<file path="config.mk">
export PLATFORM = sky130hd
export DESIGN_NAME = arb_req_agent
export DESIGN_NICKNAME = d
export VERILOG_FILES = /design/src/rtl/arb_req_agent.sv
export SDC_FILE = /design/constraint.sdc
export NUM_CORES = 1
export LEC_CHECK = 0
export BUFFER_PORTS_ARGS = -buffer_cell sky130_fd_sc_hd__buf_2
export CAP_MARGIN = 30
export CORE_AREA = 2 2 39 41
export CTS_CLUSTER_DIAMETER = 80
export DETAILED_ROUTE_END_ITERATION = 6
export DIE_AREA = 0 0 41 43
export GPL_TIMING_DRIVEN = 1
export SLEW_MARGIN = 30
export SYNTH_ARGS = -nofsm -noshare
export SYNTH_HDL_FRONTEND = slang
export SYNTH_SLANG_ARGS = --single-unit
</file>
<file path="constraint.sdc">
create_clock -name clock -period 2.34 [get_ports clock]
set_clock_uncertainty 0.1 [all_clocks]
set_input_delay 0.234 -clock clock [delete_from_list [all_inputs] [get_ports clock]]
set_output_delay 0.234 -clock clock [all_outputs]
set_load 0.005 [all_outputs]
</file>
<file path="src/rtl/arb_req_agent.sv">
// Requester-side agent for one port of the 4-way request/grant arbiter.
// Define ARB_REQ_TIMEOUT_EN to build the ungranted-request abandon path (wait counter, err_timeout_o).
module arb_req_agent #(
    parameter int LEN_W   = 4,
    parameter int TIMEOUT = 16
) (
    input  logic             clock,
    input  logic             reset,
    input  logic             cmd_valid_i,
    input  logic [LEN_W-1:0] cmd_len_i,
    output logic             cmd_ready_o,
    output logic             req_o,
    input  logic             gnt_i,
    output logic             beat_o,
    output logic             done_o,
    output logic             err_timeout_o,
    output logic             err_lost_o
);

    // state  | meaning
    // S_IDLE | ready for a command, req low
    // S_REQ  | req high, waiting for gnt
    // S_XFER | granted, one beat per cycle
    // S_REL  | req low, waiting for gnt to drop
    typedef enum logic [1:0] {S_IDLE, S_REQ, S_XFER, S_REL} state_t;

    state_t           state_q, state_d;
    logic [LEN_W-1:0] beat_cnt_q, beat_cnt_d;
    logic             req_q, req_d;
    logic             done_q, done_d;
    logic             err_lost_q, err_lost_d;

`ifdef ARB_REQ_TIMEOUT_EN
    localparam int                WAIT_W    = $clog2(TIMEOUT + 1);
    localparam logic [WAIT_W-1:0] WAIT_LAST = WAIT_W'(TIMEOUT - 1);
    localparam logic [WAIT_W-1:0] WAIT_MAX  = WAIT_W'(TIMEOUT);

    logic [WAIT_W-1:0] wait_cnt_q, wait_cnt_d;
    logic              err_timeout_q, err_timeout_d;
`endif

    always_comb begin
        state_d    = state_q;
        beat_cnt_d = beat_cnt_q;
        done_d     = 1'b0;
        err_lost_d = 1'b0;
`ifdef ARB_REQ_TIMEOUT_EN
        wait_cnt_d    = wait_cnt_q;
        err_timeout_d = 1'b0;
`endif
        case (state_q)
            S_IDLE: begin
                if (cmd_valid_i) begin
                    beat_cnt_d = cmd_len_i;
`ifdef ARB_REQ_TIMEOUT_EN
                    wait_cnt_d = '0;
`endif
                    state_d    = S_REQ;
                end
            end
            S_REQ: begin
                // A grant sampled on the same edge as the timeout wins.
                if (gnt_i) begin
                    state_d = S_XFER;
                end else begin
`ifdef ARB_REQ_TIMEOUT_EN
                    if (wait_cnt_q != WAIT_MAX) begin
                        wait_cnt_d = wait_cnt_q + 1'b1;
                    end
                    if (wait_cnt_q >= WAIT_LAST) begin
                        state_d       = S_REL;
                        err_timeout_d = 1'b1;
                    end
`endif
                end
            end
            S_XFER: begin
                if (!gnt_i) begin
                    state_d    = S_REL;
                    err_lost_d = 1'b1;
                end else if (beat_cnt_q == '0) begin
                    state_d = S_REL;
                    done_d  = 1'b1;
                end else begin
                    beat_cnt_d = beat_cnt_q - 1'b1;
                end
            end
            S_REL: begin
                if (!gnt_i) begin
                    state_d = S_IDLE;
                end
            end
            default: state_d = S_IDLE;
        endcase
        req_d = (state_d == S_REQ) || (state_d == S_XFER);
    end

    always_ff @(posedge clock) begin
        if (reset) begin
            state_q    <= S_IDLE;
            beat_cnt_q <= '0;
            req_q      <= 1'b0;
            done_q     <= 1'b0;
            err_lost_q <= 1'b0;
        end else begin
            state_q    <= state_d;
            beat_cnt_q <= beat_cnt_d;
            req_q      <= req_d;
            done_q     <= done_d;
            err_lost_q <= err_lost_d;
        end
    end

`ifdef ARB_REQ_TIMEOUT_EN
    always_ff @(posedge clock) begin
        if (reset) begin
            wait_cnt_q    <= '0;
            err_timeout_q <= 1'b0;
        end else begin
            wait_cnt_q    <= wait_cnt_d;
            err_timeout_q <= err_timeout_d;
        end
    end
    assign err_timeout_o = err_timeout_q;
`else
    assign err_timeout_o = 1'b0;
`endif

    assign cmd_ready_o = (state_q == S_IDLE);
    assign beat_o      = (state_q == S_XFER);
    assign req_o       = req_q;
    assign done_o      = done_q;
    assign err_lost_o  = err_lost_q;

endmodule
</file>
==> metrics.md, run 1 <==
| Metric | Value |
|---|---|
| Starting Density | `35.1%` |
| Post-cts sizing count | `0` |
| CP cell instances | `inv_1 -> ha_1 -> or3b_4 -> a32oi_4 -> a21oi_2 -> a211oi_1` |
| Share of layout cells above drive strength 1 | `~37%` |
| Initial antenna violation count | `0` |
| Area of the multi-input gates | `264 um^2` |
| Hold Path Class | `in2reg` |
| Tcrit/Tclk final | `76.3%` |
| First-pass GRT wire length | `1.55 mm` |
| Worst path slowest cell | `or3b_4` |
| P&R area growth vs syn | `18.3%` |
| DRC | `0` |
| IO Port Bufs | `12` |
| # fillers | `149` |
| Sequential element share of the synthesized area | `37.1%` |
| Die Span X | `41 um` |
| Synth unique cells | `27` |
| Post-DP HPWL | `691 um` |
| Max incr delay on CP | `0.42 ns` |
| Placer congestion estimate | `0.737` |
| Final Hold Viols | `0` |
| Syn Nets | `63` |
| Post-route setup TNS | `0 ns` |
| Worst-Skew Late Latency | `around 0.27 ns` |
| Final setup fails | `0` |
| Cell count after synthesis | `54` |
| Run status | `finished clean` |
| VDD IR max | `between 0.2 and 0.3 mV` |
| Pwr Density | `678 nW/um^2` |
| CTS tree | `done` |
| F_max | `560 MHz` |
| RSZ-0062 raised after global routing | `false` |
| Grt ovf | `0` |
| Total iterations of the first detailed-routing run | `4` |
| Overall Global Routing Usage | `13.3%` |
| Post-DRT Antenna Nets | `0` |
| CTS max path bufs | `2` |
| Ports | `14` |
| Worst-path fanout max | `7` |
| Max_cap viols | `0` |
| Critical path class | `reg2reg` |
| Pleak | `0.235 nW` |
| Commonest non-fill, non-tap cell in the layout | `buf_2` |
| # rows | `14` |
| Reg2Reg Launch Point | `beat_cnt_q[0]$_SDFFE_PP0P_` |
| Die area | `~1800 um^2` |
| Setup crit end kind | `register` |
| Antenna cells | `0` |
| Final Max Slew Viols | `0` |
| Clk slew on worst S/H paths | `approximately 0.060 ns` |
| Dpl ws | `roughly 0.56 ns` |
| Clk sink count | `9` |
| Initial DRC count | `3` |
| CP endpoint | `beat_cnt_q[0]$_SDFFE_PP0P_` |
| Largest net degree at the start of global routing | `10` |
| Synthesized area per cell | `about 9 um^2` |
| Fin worst setup slack | `0.555 ns` |
| WP data arrival | `about 1.9 ns` |
| Setup bufs post-CTS | `0` |
| Number of global-route vias before repair | `360` |
| Nets | `78` |
| Core Region | `1380 um^2` |
| Clk root buf | `clkbuf_4` |
| FF-to-FF End | `beat_cnt_q[0]$_SDFFE_PP0P_` |
| Fin crit period | `1.78 ns` |
| Final wirelength | `936 um` |
| Crit path from | `beat_cnt_q[0]$_SDFFE_PP0P_` |
| Yosys warns | `0` |
| # hold bufs at CTS | `0` |
| H-tree levels | `1` |
| Netlist Area Pre-Place | `485 um^2` |
| Startpoint types | `register` |
| FF/Latch Area | `~180 um^2` |
| Die height | `43 um` |
| Number of synthesized register bits | `9` |
| Wirelength per Cell | `between 10 and 15 um` |
| R2R cell count | `6` |
| FF-to-FF setup slack | `around 0.56 ns` |
| Critical path required time | `2.42 ns` |
| Clock buffer count from CTS | `3` |
| Vias/cell | `~5.0` |
| Via count | `about 420` |
| Most frequent cells in the layout | `buf_2, dfxtp_1, nor2_1, nand2_1, a21oi_1` |
==> per-layer routing <==
layer | vias to the layer above | track usage [%] | routed length [um]
li1 | 215 | - | -
met1 | 189 | 18.1 | 452
met2 | 12 | 16.3 | 406
met3 | 5 | 3.14 | 45
met4 | 0 | 12.0 | 32
met5 | - | 0 | 0
==> how the worst min path moves through the flow <==
stage                                     from                         end  cells past startpoint
floorplan                                gnt_i       err_lost_o$_SDFF_PP0_                      1
global placement    beat_cnt_q[1]$_SDFFE_PP0P_  beat_cnt_q[1]$_SDFFE_PP0P_                      2
detailed placement  beat_cnt_q[1]$_SDFFE_PP0P_  beat_cnt_q[1]$_SDFFE_PP0P_                      2
CTS                                      gnt_i       err_lost_o$_SDFF_PP0_                      2
global route                             gnt_i       err_lost_o$_SDFF_PP0_                      2
finish                                   gnt_i       err_lost_o$_SDFF_PP0_                      2
==> metrics by stage <==
stage / hold WS (ns) / util (%) / cells / area [um^2] / total power, W
4_1_cts: 0.130 / 41.5 / 84 / 574 / 0.000397
6_report: 0.143 / 41.5 / 84 / 574 / 0.000390
3_5_place_dp: 0.377 / 39.6 / 80 / 548 / 0.000269
5_1_grt: 0.150 / 41.5 / 84 / 574 / 0.000418
3_3_place_gp: 0.369 / 39.6 / 80 / 548 / 0.000267
2_1_floorplan: 0.213 / - / 54 / 485 / 0.000245
==> synth_stat cells <==
library cell  count  area (um^2)
nor4b_1           1         8.76
buf_4             1         7.51
nor3b_1           1         7.51
ha_1              1         12.5
or3b_4            1         11.3
buf_1             1         3.75
a21o_2            2         17.5
and3_2            1         7.51
a21oi_2           1         8.76
a211o_2           1         10.0
nand3b_1          3         22.5
a31oi_1           1         6.26
clkbuf_8          1         13.8
clkinv_4          1         8.76
nand2_1           4         15.0
o21ba_2           1         10.0
a32oi_4           1         27.5
nor3_1            2         10.0
nor2_1            7         26.3
conb_1            1         3.75
inv_1             2         7.51
o21ai_0           2         10.0
a21oi_1           4         20.0
a211oi_1          1         7.51
dfxtp_1           9          180
a311oi_1          1         8.76
nand2b_1          2         12.5
==> kinds of logic after synthesis <==
group	count (synthesis)	share of synthesized area (%)
flip-flops	9	37.1
AO/OA/AOI/OAI	15	26.0
buffers and inverters	6	8.51
adder cells (fa/ha/maj)	1	2.58
other	1	0.772
AND/OR/NAND/NOR	22	25.0
==> final cells by class <==
| cell class | instances | share of cell area, % |
|---|---|---|
| inverters | 3 | 2.83 |
| repair buffers | 13 | 11.8 |
| well taps | 16 | 3.49 |
| multi-input cells | 39 | 46.0 |
| clock buffers | 4 | 4.58 |
| flip-flops and latches | 9 | 31.4 |
==> power breakdown <==
| group | internal, W | switching (W) | total [W] |
|---|---|---|---|
| logic | 0.0000434 | 0.0000467 | 0.0000901 |
| registers | 0.000165 | 0.00000983 | 0.000175 |
| clock network | 0.0000660 | 0.0000583 | 0.000124 |
| total | 0.000275 | 0.000115 | 0.000390 |
==> sequential cells by signal (all words and copies together) (netlist names) <==
name / flops
req_o: 1
done_o: 1
state_q: 2
err_lost_o: 1
beat_cnt_q: 4
==> critical path: cells and delay by family, from the launching register on <==
| family | cells | cell delay, ns |
|---|---|---|
| compound gates | 3 | 0.63 |
| fa+ha+maj | 1 | 0.17 |
| flops | 1 | 0.33 |
| simple gates | 1 | 0.42 |
| buf+inv | 1 | 0.06 |
Note: power is estimated with default switching activity, not from simulation.
==> run 2: changes to the inputs <==
--- a/config.mk
+++ b/config.mk
@@ -5,6 +5,7 @@
 export SDC_FILE = /design/constraint.sdc
 export NUM_CORES = 1
 export LEC_CHECK = 0
+export ABC_AREA = 1
 export BUFFER_PORTS_ARGS = -buffer_cell sky130_fd_sc_hd__buf_2
 export CAP_MARGIN = 30
 export CORE_AREA = 2 2 39 41
==> constraint.sdc (replaced) <==
create_clock -name clock -period 1.8 [get_ports clock]
set_clock_uncertainty 0.1 [all_clocks]
set_input_delay 0.18 -clock clock [delete_from_list [all_inputs] [get_ports clock]]
set_output_delay 0.18 -clock clock [all_outputs]
set_load 0.005 [all_outputs]
==> metrics.md, run 2 <==
| Metric | Value |
|---|---|
| Initial DRC count | `17 (was 3)` |
| Core Region | `1380 um^2 (unchanged)` |
| Cell count after synthesis | `77 (was 54)` |
| Die area | `1760 um^2 (unchanged)` |
| Startpoint types | `register (unchanged)` |
| Tcrit/Tclk final | `80.1%` |
| Number of global-route vias before repair | `398 (was 360)` |
| Post-cts sizing count | `0 (unchanged)` |
| Post-synth EDFFs | `0 (unchanged)` |
| Post-route setup TNS | `0 ns (unchanged)` |
| CTS max path bufs | `2 (unchanged)` |
| Clk sink count | `9 (unchanged)` |
| Max_cap viols | `0 (unchanged)` |
| Clk root buf | `clkbuf_4 (unchanged)` |
| # rows | `14 (unchanged)` |
| Vias/cell | `4.68 (was 5.01)` |
| H-tree levels | `1 (unchanged)` |
| Commonest non-fill, non-tap cell in the layout | `nand2_1 (was buf_2)` |
| RSZ-0062 raised after global routing | `false (unchanged)` |
| Starting Density | `37.1% (was 35.1%)` |
| CP cell instances | `inv_2 -> nand2_2 -> inv_2 -> buf_2 (was inv_1 -> ha_1 -> or3b_4 -> a32oi_4 -> a21oi_2 -> a211oi_1)` |
| Wirelength per Cell | `8.89 um (was 11.1 um)` |
| Synth unique cells | `20 (was 27)` |
| Final Hold Viols | `0 (unchanged)` |
| Prevailing post-synth register cell | `dfxtp_1 (unchanged)` |
| Overall Global Routing Usage | `14.0% (was 13.3%)` |
| Most used cell, CP | `inv_2` |
| # hold bufs at CTS | `0 (unchanged)` |
| F_max | `693 MHz` |
| Final wirelength | `951 um (was 936 um)` |
| Clock buffer count from CTS | `3 (unchanged)` |
| Die height | `43 um (unchanged)` |
| Total iterations of the first detailed-routing run | `4 (unchanged)` |
| Netlist Area Pre-Place | `513 um^2 (was 485 um^2)` |
| Ranking of synthesized cells by area | `dfxtp_1, nand2_1, nor2_1, nand3_1, inv_1 (was dfxtp_1, a32oi_4, nor2_1, nand3b_1, a21oi_1)` |
| Synthesized area per cell | `6.66 um^2 (was 8.99 um^2)` |
| Syn Nets | `86 (was 63)` |
| Post-DP HPWL | `751 um (was 691 um)` |
| Post-synth top area share | `35.1% (was 37.1%)` |
| Via count | `501 (was 421)` |
| VDD IR max | `0.361 mV (was 0.295 mV)` |
| Critical path required time | `1.52 ns (was 2.42 ns)` |
| DRC | `0 (unchanged)` |
| IO Port Bufs | `12 (unchanged)` |
| Top-count cell post-synth | `nand2_1 (was dfxtp_1)` |
| Critical path class | `reg2out (was reg2reg)` |
| Final Max Slew Viols | `0 (unchanged)` |
| Antenna cells | `0 (unchanged)` |
| Layout Utilization | `43.5% (was 41.5%)` |
| Top delay family on crit path | `flip-flops (was compound AO/OA/AOI/OAI gates)` |
| Setup crit end kind | `primary output (was register)` |
| Final setup fails | `0 (unchanged)` |
| Biggest register | `beat_cnt_q (unchanged)` |
| Fin crit period | `approximately 1.4 ns` |
| # fillers | `152 (was 149)` |
| WP data arrival | `1.16 ns (was 1.86 ns)` |
| Synth area leader | `dfxtp_1 (unchanged)` |
| Initial antenna violation count | `0 (unchanged)` |
| Grt ovf | `0 (unchanged)` |
| Pleak | `0.322 nW (was 0.235 nW)` |
| Clk slew on worst S/H paths | `0.07 ns (was 0.06 ns)` |
| Hold Path Class | `in2reg (unchanged)` |
| P&R area growth vs syn | `17.3% (was 18.3%)` |
| Post-DRT Antenna Nets | `0 (unchanged)` |
| FF-to-FF setup slack | `0.37 ns (was 0.56 ns)` |
| Synth top cells by count | `nand2_1, nor2_1, dfxtp_1 (was dfxtp_1, nor2_1, a21oi_1, nand2_1, nand3b_1)` |
| Largest net degree at the start of global routing | `12 (was 10)` |
| Worst path slowest cell | `dfxtp_1 (was or3b_4)` |
| Setup bufs post-CTS | `0 (unchanged)` |
| Worst-path fanout max | `11 (was 7)` |
| Nets | `101 (was 78)` |
| Sequential element share of the synthesized area | `35.1% (was 37.1%)` |
| Buf+Inv Stages, Crit Path | `3 (was 1)` |
| Top Registers | `beat_cnt_q x4, state_q x2 (unchanged)` |
| Number of synthesized register bits | `9 (unchanged)` |
| Max FFs per register | `4 (unchanged)` |
| Die Span X | `41 um (unchanged)` |
| Yosys warns | `0 (unchanged)` |
| Share of layout cells above drive strength 1 | `27.5% (was 36.8%)` |
| Most frequent cells in the layout | `nand2_1, nor2_1, buf_2, dfxtp_1, inv_1 (was buf_2, dfxtp_1, nor2_1, nand2_1, a21oi_1)` |
| Ports | `14 (unchanged)` |
| Run status | `finished clean (unchanged)` |
| FFs w/ async S/R, synth | `0% (unchanged)` |
| Worst-Skew Late Latency | `0.27 ns (about the same)` |
| Pwr Density | `898 nW/um^2 (was 678 nW/um^2)` |
| Placer congestion estimate | `0.806 (was 0.737)` |
| CTS tree | `done (unchanged)` |
| Max incr delay on CP | `0.41 ns (was 0.42 ns)` |
| First-pass GRT wire length | `1.63 mm (was 1.55 mm)` |
[run 2: cell count changes after synthesis, sizes merged, moves of 7 or more]
cell and delta:
nor2 +7, nand3 +8, inv +9, nand2 +17
[run 2: layer usage]
layer  global-route usage (%)  routed length [um]  up-vias
li1                         -                   -      266
met1                     19.8                 441      212
met2                     17.8                 410       18
met3                     3.14                  66        5
met4                     10.0                  33        0
met5                        0                   0        -
[run 2: worst paths after layout]
kind	startpoint	end	depth (start not counted)
setup / recovery	state_q[0]$_SDFF_PP0_	beat_o	4
hold / removal	reset	state_q[0]$_SDFF_PP0_	2
setup reg to reg	beat_cnt_q[0]$_SDFFE_PP0P_	beat_cnt_q[3]$_SDFFE_PP0P_	8
hold reg to reg	beat_cnt_q[0]$_SDFFE_PP0P_	beat_cnt_q[0]$_SDFFE_PP0P_	2
[run 2: worst register-to-register path: cells and delay by family (launching register included)]
family	cells	cell delay [ns]
adders and majority gates	1	0.22
and+or+nand+nor	5	0.49
DFF	1	0.37
buffers and inverters	2	0.13
[run 2: power breakdown]
part	leakage, nW	switching, W	internal [W]
Combinational	0.231	0.0000866	0.0000572
Clock	0.0177	0.0000802	0.0000821
Sequential	0.0742	0.0000149	0.000219
Total	0.322	0.000182	0.000359
[run 2: final cells by class]
type	instances	area, um^2	share of cell area, %
multi-input cells	55	273	45.3
clock buffers	3	22.5	3.74
repair buffers	12	60.1	9.98
well taps	16	20.0	3.33
clock inverters	1	5.00	0.832
flip-flops and latches	9	180	29.9
inverters	11	41.3	6.86
[run 2: cell families (layout without fill, tap and decap cells)]
group / after synthesis / count (layout) / synth area share [%]
and+or+nand+nor: 45 / 45 / 41.0
other: 1 / 1 / 0.731
buffers and inverters: 13 / 27 / 11.7
adders and majority gates: 1 / 1 / 2.44
DFF: 9 / 9 / 35.1
AOI/OAI and AO/OA: 8 / 8 / 9.03
[run 2: stage by stage]
stage | instances | power (W) | setup WS [ns] | cell area [um^2] | hold slack [ns]
3_3_place_gp | 103 | 0.000385 | 0.420 | 574 | 0.321
3_5_place_dp | 103 | 0.000384 | 0.389 | 574 | 0.317
2_1_floorplan | 77 | 0.000350 | 0.476 | 513 | 0.149
4_1_cts | 107 | 0.000548 | 0.337 | 602 | 0.0212
5_1_grt | 107 | 0.000581 | 0.250 | 602 | 0.0414
6_report | 107 | 0.000540 | 0.357 | 602 | 0.0260
